**src/rtl/inst_fetch_if.sv**
```systemverilog
// -----------------------------------------------------------------------------
// inst_fetch_if -- bus bundle between the instruction fetch unit, the
// instruction memory, the redirect source and the decoder.
//
//   master : the fetch unit (drives imem_req/imem_addr and the ir_* outputs)
//   slave  : the environment (memory, branch unit, decoder)
//
// Signals
//   imem_req/imem_addr     : read request and word-aligned address
//   imem_gnt               : memory accepts the request this cycle
//   imem_rvalid/imem_rdata : read data return
//   redirect/redirect_pc   : branch/jump redirect strobe and target
//   ir_valid/ir_ready      : instruction handshake towards the decoder
//   ir/pc                  : instruction word and its address
//   cu_op/funct3/funct7    : fixed-position fields of ir
//   misalign               : sticky misaligned-redirect trap, present only
//                            when INST_FETCH_MISALIGN_TRAP_EN is defined
// -----------------------------------------------------------------------------
interface inst_fetch_if;
  logic        imem_req;
  logic [31:0] imem_addr;
  logic        imem_gnt;
  logic        imem_rvalid;
  logic [31:0] imem_rdata;
  logic        redirect;
  logic [31:0] redirect_pc;
  logic        ir_valid;
  logic        ir_ready;
  logic [31:0] ir;
  logic [31:0] pc;
  logic [6:0]  cu_op;
  logic [2:0]  funct3;
  logic [6:0]  funct7;
`ifdef INST_FETCH_MISALIGN_TRAP_EN
  logic        misalign;
`endif

  modport master (
    output imem_req, imem_addr,
    input  imem_gnt, imem_rvalid, imem_rdata,
    input  redirect, redirect_pc,
    output ir_valid,
    input  ir_ready,
    output ir, pc, cu_op, funct3, funct7
`ifdef INST_FETCH_MISALIGN_TRAP_EN
    , output misalign
`endif
  );

  modport slave (
    input  imem_req, imem_addr,
    output imem_gnt, imem_rvalid, imem_rdata,
    output redirect, redirect_pc,
    input  ir_valid,
    output ir_ready,
    input  ir, pc, cu_op, funct3, funct7
`ifdef INST_FETCH_MISALIGN_TRAP_EN
    , input misalign
`endif
  );
endinterface

```
**src/rtl/inst_fetch.sv**
```systemverilog
// -----------------------------------------------------------------------------
// inst_fetch -- single-outstanding-request instruction fetch unit.
//
// Fetches sequential words starting at RESET_PC, presents each one to the
// decoder with a valid/ready handshake, and follows branch/jump redirects.
// A word that was already requested when a redirect arrives is discarded on
// return rather than presented.
//
// Ports
//   clk    : clock, all state updates on the rising edge
//   rst_n  : synchronous active-low reset
//   en     : run enable; new fetches start only while high
//   bus    : inst_fetch_if.master (memory, redirect and decoder signals)
//
// Optional feature
//   INST_FETCH_MISALIGN_TRAP_EN : when defined, a redirect whose target is not
//   word-aligned raises the sticky bus.misalign flag and halts fetching until
//   reset. When undefined, redirect_pc[1:0] is ignored.
// -----------------------------------------------------------------------------
module inst_fetch #(
  parameter logic [31:0] RESET_PC = 32'h0000_0000
) (
  input  logic         clk,
  input  logic         rst_n,
  input  logic         en,
  inst_fetch_if.master bus
);

  localparam logic [31:0] NOP = 32'h0000_0013;  // addi x0, x0, 0

  typedef enum logic [1:0] {IDLE, REQ, WAIT, VALID} state_t;

  state_t      r_state;
  state_t      w_next_state;
  logic [31:0] r_fetch_pc;
  logic [31:0] r_pc;
  logic [31:0] r_ir;
  logic        r_drop;

  logic [31:0] w_redirect_pc;
  logic        w_blocked;
  logic        w_rsp;
  logic        w_drop_now;
  logic        w_accept;

`ifdef INST_FETCH_MISALIGN_TRAP_EN
  logic r_misalign;
  logic w_misalign_evt;

  assign w_redirect_pc  = bus.redirect_pc;
  assign w_misalign_evt = bus.redirect && (bus.redirect_pc[1:0] != 2'b00);
  // Block in the same cycle the bad redirect is seen, and forever after.
  assign w_blocked      = r_misalign | w_misalign_evt;
  assign bus.misalign   = r_misalign;

  always_ff @(posedge clk) begin
    if (!rst_n)              r_misalign <= 1'b0;
    else if (w_misalign_evt) r_misalign <= 1'b1;
  end
`else
  // Low address bits are forced to zero so a target is always word-aligned.
  assign w_redirect_pc = bus.redirect_pc & ~32'h0000_0003;
  assign w_blocked     = 1'b0;
`endif

  // A return in WAIT is discarded if a redirect is pending or arrives now:
  // the word belongs to the old instruction stream either way.
  assign w_rsp      = (r_state == WAIT) && bus.imem_rvalid;
  assign w_drop_now = r_drop | bus.redirect;
  assign w_accept   = w_rsp && !w_drop_now;

  // State register.
  always_ff @(posedge clk) begin
    // NOTE: state is updated with non-blocking assignments so every register
    // samples the pre-edge values of the others, independent of block order.
    if (!rst_n) r_state <= IDLE;
    else        r_state <= w_next_state;
  end

  // Next-state logic.
  always_comb begin
    // NOTE: default first, so every path assigns w_next_state and no latch
    // is inferred.
    w_next_state = r_state;
    unique case (r_state)
      IDLE:  if (en) w_next_state = REQ;
      // An issued request is always completed, even if en has dropped.
      REQ:   if (bus.imem_gnt) w_next_state = WAIT;
      WAIT:  if (bus.imem_rvalid) begin
               if (w_drop_now) w_next_state = en ? REQ : IDLE;
               else            w_next_state = VALID;
             end
      // A redirect squashes the presented word even when ir_ready is high.
      VALID: if (bus.redirect || bus.ir_ready) w_next_state = en ? REQ : IDLE;
    endcase
    if (w_blocked) w_next_state = IDLE;
  end

  // Output logic.
  always_comb begin
    bus.imem_req = (r_state == REQ);
    bus.ir_valid = (r_state == VALID);
  end

  assign bus.imem_addr = r_fetch_pc;
  assign bus.ir        = r_ir;
  assign bus.pc        = r_pc;
  assign bus.cu_op     = r_ir[6:0];
  assign bus.funct3    = r_ir[14:12];
  assign bus.funct7    = r_ir[31:25];

  // Datapath: fetch address, instruction register and the drop flag.
  always_ff @(posedge clk) begin
    if (!rst_n) begin
      r_fetch_pc <= RESET_PC;
      r_pc       <= '0;
      r_ir       <= NOP;
      r_drop     <= 1'b0;
    end else begin
      // Redirect wins over the sequential increment; the +4 wraps mod 2^32.
      if (bus.redirect)  r_fetch_pc <= w_redirect_pc;
      else if (w_accept) r_fetch_pc <= r_fetch_pc + 32'd4;

      if (w_accept) begin
        r_ir <= bus.imem_rdata;
        r_pc <= r_fetch_pc;
      end

      // Drop is armed only when a request is already (or just) granted.
      if (w_rsp)
        r_drop <= 1'b0;
      else if (bus.redirect &&
               ((r_state == WAIT) || ((r_state == REQ) && bus.imem_gnt)))
        r_drop <= 1'b1;
    end
  end

endmodule

```
**src/flat_wrapper.sv**
```systemverilog
// flat-port wrapper written by rule: the top's interface ports become plain ports
module inst_fetch_flat 
#(
  parameter logic [31:0] RESET_PC = 32'h0000_0000
)
  (clk, rst_n, en, bus_imem_req, bus_imem_addr, bus_imem_gnt, bus_imem_rvalid, bus_imem_rdata, bus_redirect, bus_redirect_pc, bus_ir_valid, bus_ir_ready, bus_ir, bus_pc, bus_cu_op, bus_funct3, bus_funct7);
  inst_fetch_if bus_i ();
  input  logic clk;
  input  logic rst_n;
  input  logic en;
  output wire logic [$bits(bus_i.imem_req)-1:0] bus_imem_req;
  output wire logic [$bits(bus_i.imem_addr)-1:0] bus_imem_addr;
  input wire logic [$bits(bus_i.imem_gnt)-1:0] bus_imem_gnt;
  input wire logic [$bits(bus_i.imem_rvalid)-1:0] bus_imem_rvalid;
  input wire logic [$bits(bus_i.imem_rdata)-1:0] bus_imem_rdata;
  input wire logic [$bits(bus_i.redirect)-1:0] bus_redirect;
  input wire logic [$bits(bus_i.redirect_pc)-1:0] bus_redirect_pc;
  output wire logic [$bits(bus_i.ir_valid)-1:0] bus_ir_valid;
  input wire logic [$bits(bus_i.ir_ready)-1:0] bus_ir_ready;
  output wire logic [$bits(bus_i.ir)-1:0] bus_ir;
  output wire logic [$bits(bus_i.pc)-1:0] bus_pc;
  output wire logic [$bits(bus_i.cu_op)-1:0] bus_cu_op;
  output wire logic [$bits(bus_i.funct3)-1:0] bus_funct3;
  output wire logic [$bits(bus_i.funct7)-1:0] bus_funct7;
  assign bus_imem_req = bus_i.imem_req;
  assign bus_imem_addr = bus_i.imem_addr;
  assign bus_i.imem_gnt = bus_imem_gnt;
  assign bus_i.imem_rvalid = bus_imem_rvalid;
  assign bus_i.imem_rdata = bus_imem_rdata;
  assign bus_i.redirect = bus_redirect;
  assign bus_i.redirect_pc = bus_redirect_pc;
  assign bus_ir_valid = bus_i.ir_valid;
  assign bus_i.ir_ready = bus_ir_ready;
  assign bus_ir = bus_i.ir;
  assign bus_pc = bus_i.pc;
  assign bus_cu_op = bus_i.cu_op;
  assign bus_funct3 = bus_i.funct3;
  assign bus_funct7 = bus_i.funct7;
  inst_fetch #(.RESET_PC(RESET_PC)) u_core (.clk(clk), .rst_n(rst_n), .en(en), .bus(bus_i));
endmodule
```
**config.mk**
```make
export PLATFORM = sky130hd
export DESIGN_NAME = inst_fetch_flat
export DESIGN_NICKNAME = d
export VERILOG_FILES = /design/src/rtl/inst_fetch_if.sv /design/src/rtl/inst_fetch.sv /design/src/flat_wrapper.sv
export SDC_FILE = /design/constraint.sdc
export NUM_CORES = 1
export LEC_CHECK = 0
export ABC_AREA = 0
export CORE_MARGIN = 5
export CORE_UTILIZATION = 44
export CTS_BUF_LIST = sky130_fd_sc_hd__clkbuf_4
export CTS_CLUSTER_SIZE = 16
export DETAILED_ROUTE_END_ITERATION = 10
export PLACE_DENSITY_LB_ADDON = 0.3
export SYNTH_ARGS = -nofsm -noshare
export SYNTH_HDL_FRONTEND = slang
export SYNTH_SLANG_ARGS = --single-unit
```
**constraint.sdc**
```tcl
create_clock -name clk -period 2 [get_ports clk]
set_input_delay 0.2 -clock clk [delete_from_list [all_inputs] [get_ports clk]]
set_output_delay 0.2 -clock clk [all_outputs]
set_load 0.1 [all_outputs]
```
==> impl_metrics.json, run 1 <==
{
  "final_antenna_net_count": 0,
  "clk_pin_slew_ns": 0.16,
  "startpoint_type": "flop",
  "wl_per_cell_um": 16.1,
  "post-cts-setup-buffer-count": 0,
  "yosys_warnings": 0,
  "drv_cap": 0,
  "core_area_mm2": 0.00968,
  "critPathCaptureType": "flop",
  "dpl.hpwl_mm": 10.4,
  "num_antenna_cells": 0,
  "grt_first_pass_wirelength_mm": 21.4,
  "power_density_mw_per_mm2": 710,
  "nets": 785,
  "final_common_cell": "nand2_1",
  "worst_path_max_delay_cell": "or4_1",
  "drtPass1Iterations": 4,
  "hold_buffers": 0,
  "rsz0062_at_grt": "no",
  "totalWireLength_mm": 13.7,
  "cpPeakStageDelay_ns": 0.51,
  "die_w_um": 109,
  "numCtsBuffers": 9,
  "ir_drop_mv": 0.331,
  "finalWorstSetupSlack_ns": 0.111,
  "viasPerCell": 5.31,
  "path_max_fanout": 7,
  "crit_chain": "nand3_1 -> or3_1 -> or4_1 -> a311oi_1",
  "clock_path_buffers": 2,
  "drive_gt1_frac": 0.263,
  "fin_skew_ns": 0.0233,
  "fin_crit_ns": 1.89,
  "start_util": 0.445,
  "grt_pass1_vias": 4266,
  "synthesis.area_mm2": 0.00431,
  "utilization": 0.645,
  "cp_top_family": "simple AND/OR/NAND/NOR gates",
  "synthToLayoutAreaGrowth_pct": 44.9,
  "synthCells": 553,
  "design_area_mm2": 0.00625,
  "cts_tree": "yes",
  "p_leak_uw": 0.00237,
  "ff2ff_setup_slack_ns": 0.11,
  "vias": 4520,
  "required_ns": 2.35,
  "setup_viol": 0,
  "finalCritPeriodShare": 0.945,
  "arrival_ns": 2.24,
  "avgSynthCellArea_um2": 7.80,
  "port_buffers": 179,
  "worstSetupPathType": "reg -> reg",
  "cts-root-buf": "clkbuf_4",
  "clk_latency_ns": 0.44,
  "postCtsResizedCells": 0,
  "ios": 186,
  "finalHoldViolCount": 0,
  "rows": 36,
  "ys_types": 47,
  "preCtsSetupSlack_ns": -0.111,
  "hp-class": "in -> reg",
  "fmax_ghz": 0.529,
  "final_cells": 851,
  "antenna_found_initial": 0,
  "grt_max_degree": 63,
  "post-place-cells": 835,
  "drtIter0Drc": 336,
  "synth-seq-cells": 95,
  "track_usage": 0.226,
  "drc": 0,
  "die-height_um": 109,
  "drv_slew": 0,
  "critical_path_buf_inv_count": 0,
  "place_area_mm2": 0.00609,
  "htreeDepth": 3,
  "yosysSeqAreaShare": 0.441,
  "die-area_mm2": 0.0119,
  "grt.overflow.total": 0,
  "cts.sinks": 95,
  "layout_common_cells": "nand2_1 (139), buf_4 (132), clkdlybuf4s50_1 (68)",
  "routabilityCongestion": 0.884,
  "outcome": "finished clean"
}
==> cell usage after synthesis, drive strengths merged <==
cell       n  area [um2]
nand2    140         526
dfxtp     95        1900
a21oi     67         335
clkbuf    34         128
buf       26         181
o21ai     21         105
nand3     20         105
nand4     16         106
nor2      12        45.0
a31oi     10        62.6
or4        9        75.1
or3        8        50.1
a211oi     7        52.6
and3       7        43.8
nor2b      7        43.8
nor4       7        43.8
a311oi     6        52.6
inv        6        22.5
nor3       6        30.0
o31ai      6        45.0
nand2b     5        31.3
xor2       5        43.8
and4       4        35.0
xnor2      4        35.0
a311o      3        30.0
and2       3        18.8
o311a      3        30.0
nor3b      2        15.0
o21a       2        15.0
a21boi     1        7.51
a221oi     1        8.76
a22oi      1        7.51
conb       1        3.75
ha         1        12.5
mux2i      1        10.0
nand3b     1        7.51
nand4bb    1        11.3
nor4bb     1        10.0
o211ai     1        7.51
o311ai     1        8.76
o41ai      1        8.76
==> worst register-to-register path, stage by stage, from the launching register on <==
cell,delay [ns]
dfxtp_4,0.42
nand3_1,0.16
or3_1,0.44
or4_1,0.51
a311oi_1,0.26
==> path summary, 6_finish.rpt <==
check,cells after the start,start,end
min reg2reg,2,u_core.bus.pc[20],u_core.bus.pc[20]
max reg2reg,4,u_core.bus.imem_addr[10],u_core.bus.imem_addr[16]
min,3,bus_imem_rdata[2],u_core.bus.ir[2]
max,4,u_core.bus.imem_addr[10],u_core.bus.imem_addr[16]
==> state kept, by name (all words and copies together) (netlist names) <==
name	cells
u_core.r_state	2
u_core.bus.ir	32
u_core.bus.imem_addr	30
u_core.bus.pc	30
u_core.r_drop	1
==> power breakdown <==
part	internal, uW	total [uW]	switching [uW]
combinational	353	1200	848
sequential	1960	2070	107
clock	521	1170	646
total	2830	4430	1600
==> layout make-up <==
class | count | area (um2)
Fill cell | 844 | 3430
Multi-Input combinational cell | 395 | 2110
Sequential cell | 95 | 2000
Timing Repair Buffer | 206 | 1790
Tap cell | 133 | 166
Clock inverter | 6 | 85.1
Clock buffer | 10 | 75.1
Inverter | 6 | 22.5
==> per-stage QoR <==
stage / hold WS, ns / TNS (ns) / total power (uW)
detailed placement: 0.447 / -0.346 / 3310
CTS: 0.260 / 0 / 4470
global route: 0.273 / 0 / 4620
global placement: 0.443 / -0.173 / 3300
floorplan: 0.324 / -0.0583 / 2930
finish: 0.296 / 0 / 4430
==> layer usage <==
layer  track usage  up-vias  share of wire
li1              -     2255              -
met1         0.296     2056           0.43
met2         0.374      184           0.48
met3        0.0367       25          0.072
met4        0.0875        0          0.025
met5             0        -              0
==> cell families (layout without fill, tap and decap cells) <==
| group | count (synthesis) | after routing | synth area share |
|---|---|---|---|
| buf+inv | 66 | 228 | 0.0769 |
| other cells | 1 | 4 | 0.000869 |
| mux | 1 | 1 | 0.00232 |
| flops | 95 | 95 | 0.441 |
| compound gates | 131 | 131 | 0.180 |
| simple gates | 249 | 249 | 0.278 |
| xor+xnor | 9 | 9 | 0.0183 |
| fa+ha+maj | 1 | 1 | 0.00290 |
No activity file was read; power rests on OpenSTA's default activity.
==> run 2, diff against run 1 <==
--- a/config.mk
+++ b/config.mk
@@ -12,6 +12,7 @@
 export CTS_CLUSTER_SIZE = 16
 export DETAILED_ROUTE_END_ITERATION = 10
 export PLACE_DENSITY_LB_ADDON = 0.3
+export SLEW_MARGIN = 20
 export SYNTH_ARGS = -nofsm -noshare
 export SYNTH_HDL_FRONTEND = slang
 export SYNTH_SLANG_ARGS = --single-unit
==> results of run 2 <==
The final DEF is identical to that of run 1; final timing and power are the same.
==> run 3, diff against run 2 <==
--- a/config.mk
+++ b/config.mk
@@ -9,7 +9,6 @@
 export CORE_MARGIN = 5
 export CORE_UTILIZATION = 44
 export CTS_BUF_LIST = sky130_fd_sc_hd__clkbuf_4
-export CTS_CLUSTER_SIZE = 16
 export DETAILED_ROUTE_END_ITERATION = 10
 export PLACE_DENSITY_LB_ADDON = 0.3
 export SLEW_MARGIN = 20
==> results of run 3 <==
The final DEF is identical to that of run 1; final timing and power are the same.
